[config.mk]
export PLATFORM = sky130hd
export DESIGN_NAME = adc_avg_pulse
export DESIGN_NICKNAME = d
export VERILOG_FILES = /design/src/rtl/adc_avg_pulse.sv
export SDC_FILE = /design/constraint.sdc
export NUM_CORES = 1
export LEC_CHECK = 0
export ABC_AREA = 1
export BUFFER_PORTS_ARGS = -buffer_cell sky130_fd_sc_hd__buf_2
export CAP_MARGIN = 20
export CORE_ASPECT_RATIO = 1.5
export CORE_MARGIN = 1
export CORE_UTILIZATION = 25
export CTS_CLUSTER_DIAMETER = 150
export DETAILED_ROUTE_END_ITERATION = 8
export HOLD_SLACK_MARGIN = 0.1
export PLACE_DENSITY = 0.4
export REMOVE_ABC_BUFFERS = 1
export SLEW_MARGIN = 20
export SYNTH_ARGS = -nofsm -noshare
export SYNTH_HDL_FRONTEND = slang
export SYNTH_SLANG_ARGS = --single-unit
[constraint.sdc]
create_clock -name clock -period 2.6 [get_ports clock]
set_clock_uncertainty 0.1 [all_clocks]
set_input_delay 0 -clock clock [delete_from_list [all_inputs] [get_ports clock]]
set_output_delay 0 -clock clock [all_outputs]
set_load 0.005 [all_outputs]
[src/rtl/adc_avg_pulse.sv]
// adc_avg_pulse: averages one round of N_CH A/D samples and emits the mean as a pulse of that many cycles.
// Optional ADC_AVG_ROUND_EN selects a round-half-up mean instead of truncation.
module adc_avg_pulse #(
    parameter int W = 8,
    parameter int N_CH_LOG2 = 1,
    localparam int N_CH = 2**N_CH_LOG2
) (
    input  logic              clock,
    input  logic              reset,
    output logic [N_CH-1:0]   soc,
    input  logic [N_CH-1:0]   eoc,
    input  logic [N_CH*W-1:0] x,
    output logic              out,
    output logic [W-1:0]      avg,
    output logic              avg_valid
);
`ifdef ADC_AVG_ROUND_EN
    localparam int SW = W + N_CH_LOG2 + 1;
    localparam logic [SW-1:0] RND = SW'(2**(N_CH_LOG2-1));
`else
    localparam int SW = W + N_CH_LOG2;
    localparam logic [SW-1:0] RND = '0;
`endif
    typedef enum logic [1:0] {S_IDLE, S_CONV, S_CALC, S_PULSE} state_t;
    typedef enum logic [1:0] {P_REQ, P_WAIT, P_DONE} phase_t;
    state_t state;
    phase_t ph [N_CH];
    logic [W-1:0] smp [N_CH];
    logic [N_CH-1:0] done;
    logic [W-1:0] cnt;
    logic [SW-1:0] sum;
    logic [W-1:0] mean;
    always_comb begin
        sum = '0;
        for (int i = 0; i < N_CH; i++) sum = sum + SW'(smp[i]);
        mean = W'((sum + RND) >> N_CH_LOG2);
    end
    always_ff @(posedge clock or posedge reset) begin
        if (reset) begin
            state     <= S_IDLE;
            soc       <= '0;
            out       <= 1'b0;
            avg       <= '0;
            avg_valid <= 1'b0;
            done      <= '0;
            cnt       <= '0;
            for (int i = 0; i < N_CH; i++) begin
                ph[i]  <= P_REQ;
                smp[i] <= '0;
            end
        end else begin
            avg_valid <= 1'b0;
            case (state)
                S_IDLE: if (&eoc) begin
                    state <= S_CONV;
                    soc   <= '1;
                    done  <= '0;
                    for (int i = 0; i < N_CH; i++) ph[i] <= P_REQ;
                end
                S_CONV: begin
                    // each converter walks its own request/wait phases; skew is unbounded
                    for (int i = 0; i < N_CH; i++) begin
                        if (ph[i] == P_REQ && !eoc[i]) begin
                            soc[i] <= 1'b0;
                            ph[i]  <= P_WAIT;
                        end
                        if (ph[i] == P_WAIT && eoc[i]) begin
                            smp[i]  <= x[i*W +: W];
                            done[i] <= 1'b1;
                            ph[i]   <= P_DONE;
                        end
                    end
                    if (&done) state <= S_CALC;
                end
                S_CALC: begin
                    avg       <= mean;
                    avg_valid <= 1'b1;
                    cnt       <= mean;
                    out       <= mean != '0;
                    state     <= mean == '0 ? S_IDLE : S_PULSE;
                end
                S_PULSE: if (cnt == W'(1)) begin
                    out   <= 1'b0;
                    state <= S_IDLE;
                end else begin
                    cnt <= cnt - W'(1);
                end
                default: state <= S_IDLE;
            endcase
        end
    end
endmodule

* Yosys cells after proc, flatten, opt, wreduce, memory -nomap -nowiden
Index checks and enable logic that the tools add are counted.
** Storage, ports and cells
- Register bits after elaboration :: 44
- Input port bits :: 20
- Output and inout bits :: 12
- Logic and storage cells :: 81
** Cells by class
- $add $sub $neg :: 2
- Equal/unequal tests :: 16
- Mux-type cells :: 24
- Reduce and logical (&&, ||, !) cells :: 26
** Operators by type and width (count)
- $reduce_and A3 Y1 :: 7
- $mux W2 :: 10
- $ne A2 B2 Y1 const B :: 8
- $pmux W8 S2 :: 1
- $reduce_and A2 Y1 :: 6
- $add A8 B8 Y9 :: 1
- $eq A8 B1 Y1 const B :: 1
- $logic_not A8 Y1 :: 1
- $mux W8 :: 1
- $pmux W2 S2 :: 2
- $pmux W2 S4 :: 1
- $pmux W4 S2 :: 1
- $reduce_bool A8 Y1 :: 1
- $sub A8 B1 Y8 const B :: 1
- $eq A2 B1 Y1 const B :: 3
- $logic_not A2 Y1 :: 3
- $mux W1 :: 6
- $ne A3 B3 Y1 const B :: 2
- $eq A2 B2 Y1 const B :: 2
- $logic_and A1 B1 Y1 :: 4
- $mux W4 :: 1
- $reduce_bool A2 Y1 :: 2
- $logic_not A1 Y1 :: 2
- $pmux W1 S2 :: 1

* Depth between registers and ports, before layout
- Depth in word-level cells :: 5
- Gate-level depth with buffers :: 13
- Depth with buffers taken out :: 13

* Least setup slack after synthesis
No wires, ideal clock.
- Path type :: reg2reg
- Start :: reg smp[1] (netlist name)
- End :: reg state[0]
- Library setup time :: 0.123 ns
- Data arrival time :: 1.553 ns
- Data required time :: 2.377 ns
- Path slack :: 0.824 ns
- Cell stages (with the launch flop) :: 13
- Buffers on the path :: 0
- Period minus slack after synthesis :: 1.776 ns
- Cell sequence :: dfrtp_1 > inv_1 > fa_1 > inv_1 > nand2_1 > nand2_1 > nand3_2 > nand3_1 > nand2_1 > nor2_1 > nand3_1 > nand2_1 > a21oi_1
** Between the ends
- Longest elaborated chain between the ends :: 4
** Ends and longest elaborated chain
- from (decl) :: line 28 : logic [W-1:0] smp [N_CH];
- from (signal, indexed assignment) :: line 68 : smp[i] <= x[i*W +: W];
- $add A8 B8 Y9 :: line 35 : for (int i = 0; i < N_CH; i++) sum = sum + SW'(smp[i]);
- $logic_not A8 Y1 :: line 80 : state <= mean == '0 ? S_IDLE : S_PULSE;
- $mux W2 :: line 80
- $pmux W2 S4 :: line 53 : case (state)
- to (signal assigned) :: line 80
- to (decl) :: line 26 : state_t state;
No other way between the ends.
A chain may end at the register's enable or synchronous reset.

* Final worst setup path
Ends and elaborated chain as after synthesis.

==> results.py <==
metrics = {
    "worst_setup_path": {
        "r2r.worst_path.cells": 12,
        "worst-setup-path-type": "flop to flop",
        "timing.critical_path.max_delay_family": "simple AND/OR/NAND/NOR gates",
        "timing.critical_path.fanout_max": 3,
        "worst-endpoint-required_ns": 2.67,
        "timing.critical_path.from_type": "flop",
        "worstPathBufferInverterCount": 2,
        "max_stage_delay_on_crit_path_ns": 0.45,
        "setup.worst_path.end_class": "flop",
        "rr_startpoint": "smp[1]$_DFFE_PP0P_",
        "crit_path_cell_trace": "inv_1, fa_1, inv_1, nand2_1, nand2_1, nand3_1, nand2_1, nand3_1, nor2_1, nand3_1, nand2_1, a21oi_1",
        "crit_path_top_delay_cell": "fa_1",
        "timing.critical_path.arrival_ns": 2.07,
        "reg2reg_to": "state[0]$_DFFE_PP0P_",
        "cp_common_cell": "nand2_1",
        "r2r_slack_ns": 0.60,
    },
    "detailed_routing": {
        "post-route-drc-count": 0,
        "dr.first_iter.drc_count": 104,
        "post_drt_via_cell_ratio": 4.42,
        "ant_nets": 0,
        "detail_route.wirelength_mm": 5.43,
        "firstDrtPassIters": 4,
        "wl_per_cell_um": 12.1,
        "via_count": 1981,
    },
    "floorplanning": {
        "die_width_um": 83.4,
        "io_pins": 32,
        "floorplan.rows": 44,
        "initial_core_util_pct": 25.6,
        "fp.dieH_um": 124,
        "fp.coreArea_um2": 9690,
        "die_area_um2": 10300,
    },
    "timing": {
        "finalHoldViolations": 0,
        "min_period_ns": 2.00,
        "maxSlewViolCount": 0,
        "worst_slew_pin_slew_ns": 0.780,
        "postLayoutSetupSlackWorst_ns": 0.599,
        "grt_setup_unrepaired": "false",
        "achievable-frequency_mhz": 500,
        "fin_crit_sh_pct": 77.0,
        "slew_headroom_pct": 48.0,
        "timing.hold.ws_ns": 0.281,
        "timing.setup.tns_ns": 0,
        "finalSetupViolCount": 0,
    },
    "global_route": {
        "grt_usage_pct": 11.9,
        "grt_use_met3_pct": 2.19,
        "grt_pass1_vias": 2116,
        "global_route.peak_usage_layer": "met2",
        "number_of_antenna_violations_at_the_first_check_in_global_routing": 0,
        "grt_pass1_wl_mm": 9.69,
        "met2_routing_resource_usage_after_global_routing_pct": 22.3,
        "grt_use_met1_pct": 13.1,
        "maximum_number_of_pins_on_one_net_before_global_route_repair": 45,
        "final_global_route_overflow_total": 0,
    },
    "synthesis": {
        "dominant_cells_by_area_after_synthesis": "dfrtp_1, nand2_1, mux2_4",
        "yosys-top-cells-count": "nand2_1, dfrtp_1, inv_1",
        "ys_seq_area_share_pct": 44.4,
        "syn_area_um2": 2480,
        "yosys.area_share.xor_xnor_pct": 0.706,
        "synth.yosys.warnings": 0,
        "number_of_flops_mapped_to_enable_cells_by_yosys": 0,
        "synthAdderAreaFrac_pct": 5.34,
        "postSynth.topFlopCell": "dfrtp_1",
        "synth_mux_area_share_pct": 8.17,
        "syn-instance-count": 279,
        "synth_simple_gate_area_share_pct": 18.9,
        "asyncSetResetFlopFracSynth_pct": 100,
        "share_of_the_synthesized_area_in_the_top_cell_type_pct": 44.4,
        "synth_top_cell_by_area": "dfrtp_1",
        "synth_top_family_by_area": "simple AND/OR/NAND/NOR gates",
        "post_synth_num_cell_types": 37,
        "ys_ff_latch": 44,
        "synth.most_common_cell": "nand2_1",
        "synthesis.area_per_instance_um2": 8.90,
        "synth-compound-area-share_pct": 13.4,
    },
    "cells_and_area": {
        "antenna_cells_inserted": 0,
        "layout_fillers": 1058,
        "drive_above_1_share_pct": 23.1,
        "area_delta_synth_final_pct": 23.7,
        "final_net_count": 362,
    },
    "cts": {
        "clkSlewWorstSetupHoldPaths_ns": 0.06,
        "insertion_delay_ns": 0.28,
        "htree_levels": 2,
        "cts_inserted_buffers": 5,
        "post_cts.repair.setup_buffers": 0,
        "clock_sinks": 44,
        "cts_root_buffer": "clkbuf_16",
        "cts_tree": "built",
        "ctsLongestPathBuffers": 2,
    },
    "flow_run": {
        "max_cap_violations": 0,
    },
    "status": {
        "status": "complete, no violations",
    },
    "place": {
        "buffer_ports.inserted": 31,
        "place.detailed.hpwl_mm": 4.20,
        "pre_cts_slack_ns": 0.576,
        "gp_routability_congestion": 0.768,
    },
    "power": {
        "p_leak_nw": 1.64,
        "total_power_divided_by_cell_area_nw_per_um2": 449,
        "ir_worst_vdd_uv": 225,
    },
    "min_path": {
        "min-delay-path-class": "input pin to asynchronous set/reset pin",
    },
}
==> worst reg2reg max path: cells and delay by family, from the launching register on <==
family | cells | cell delay (ns)
buffers and inverters | 2 | 0.16
adder cells (fa/ha/maj) | 1 | 0.45
AND/OR/NAND/NOR | 8 | 0.75
AO/OA/AOI/OAI | 1 | 0.08
flip-flops | 1 | 0.35
==> power breakdown <==
group / internal (mW) / leakage, nW / switching, mW
clock network: 0.384 / 0.0712 / 0.257
logic: 0.0303 / 1.03 / 0.0230
registers: 0.685 / 0.535 / 0.000333
total: 1.10 / 1.64 / 0.281
==> logic make-up after synthesis <==
logic type | Yosys count
XOR/XNOR | 2
multiplexers | 14
adder cells (fa/ha/maj) | 10
AND/OR/NAND/NOR | 105
AO/OA/AOI/OAI | 53
flip-flops | 44
buffers and inverters | 51
==> flip-flops by register name (all words and copies together) (netlist names) <==
name,flops
avg,8
state,2
smp,16
ph,4
out,1
soc,2
avg_valid,1
done,2
cnt,8
==> cell usage in the layout (no fill, tap or decap), drive strengths merged, types with 3 or more instances in the layout <==
cell / netlist / layout
buf: 5 / 32
clkbuf: 0 / 8
dfrtp: 44 / 44
a31oi: 3 / 3
nand2: 56 / 56
mux2: 14 / 14
inv: 46 / 45
dlygate4sd3: 0 / 19
nor2: 27 / 27
o22ai: 3 / 3
a21oi: 16 / 16
o21ai: 25 / 25
ha: 9 / 9
nand3: 17 / 17
==> layout make-up <==
cell class	instances	area (um2)	share of cell area, %
Multi-Input combinational cell	184	1150	37.6
Tap cell	115	144	4.68
Timing Repair Buffer	51	353	11.5
Inverter	46	174	5.66
Sequential cell	44	1100	35.8
Clock buffer	8	146	4.77
==> through the flow <==
stage / power, mW / instance area, um2 / util (%) / std cells
2_1_floorplan: 0.711 / 2430 / - / 274
3_3_place_gp: 0.732 / 2730 / 28.2 / 421
3_5_place_dp: 0.732 / 2730 / 28.2 / 421
4_1_cts: 1.40 / 3070 / 31.7 / 448
5_1_grt: 1.43 / 3070 / 31.7 / 448
6_report: 1.38 / 3070 / 31.7 / 448
==> repair_timing <==
| action | 4_1_cts | 5_1_grt |
|---|---|---|
| resized for setup | 0 | 0 |
| hold endpoints to repair | 65 | 0 |
| hold buffers | 19 | 0 |
==> how the worst max path moves through the flow <==
stage                       start                    to  slack (ns)  depth (start not counted)
2_1_floorplan  smp[1]$_DFFE_PP0P_  state[0]$_DFFE_PP0P_        0.82                         12
3_3_place_gp   smp[1]$_DFFE_PP0P_  state[0]$_DFFE_PP0P_        0.62                         12
3_5_place_dp   smp[1]$_DFFE_PP0P_  state[0]$_DFFE_PP0P_        0.58                         12
4_1_cts        smp[1]$_DFFE_PP0P_  state[0]$_DFFE_PP0P_        0.56                         12
5_1_grt        smp[1]$_DFFE_PP0P_  state[0]$_DFFE_PP0P_        0.40                         12
6_report       smp[1]$_DFFE_PP0P_  state[0]$_DFFE_PP0P_        0.60                         12
==> layer usage <==
metal | share of wire [%] | up-vias | routed length, um
met4 | 2.0 | 0 | 109
met2 | 53 | 28 | 2890
li1 | - | 1017 | -
met1 | 42 | 930 | 2300
met3 | 2.5 | 6 | 134
met5 | 0 | - | 0
No activity file was read; power rests on OpenSTA's default activity.
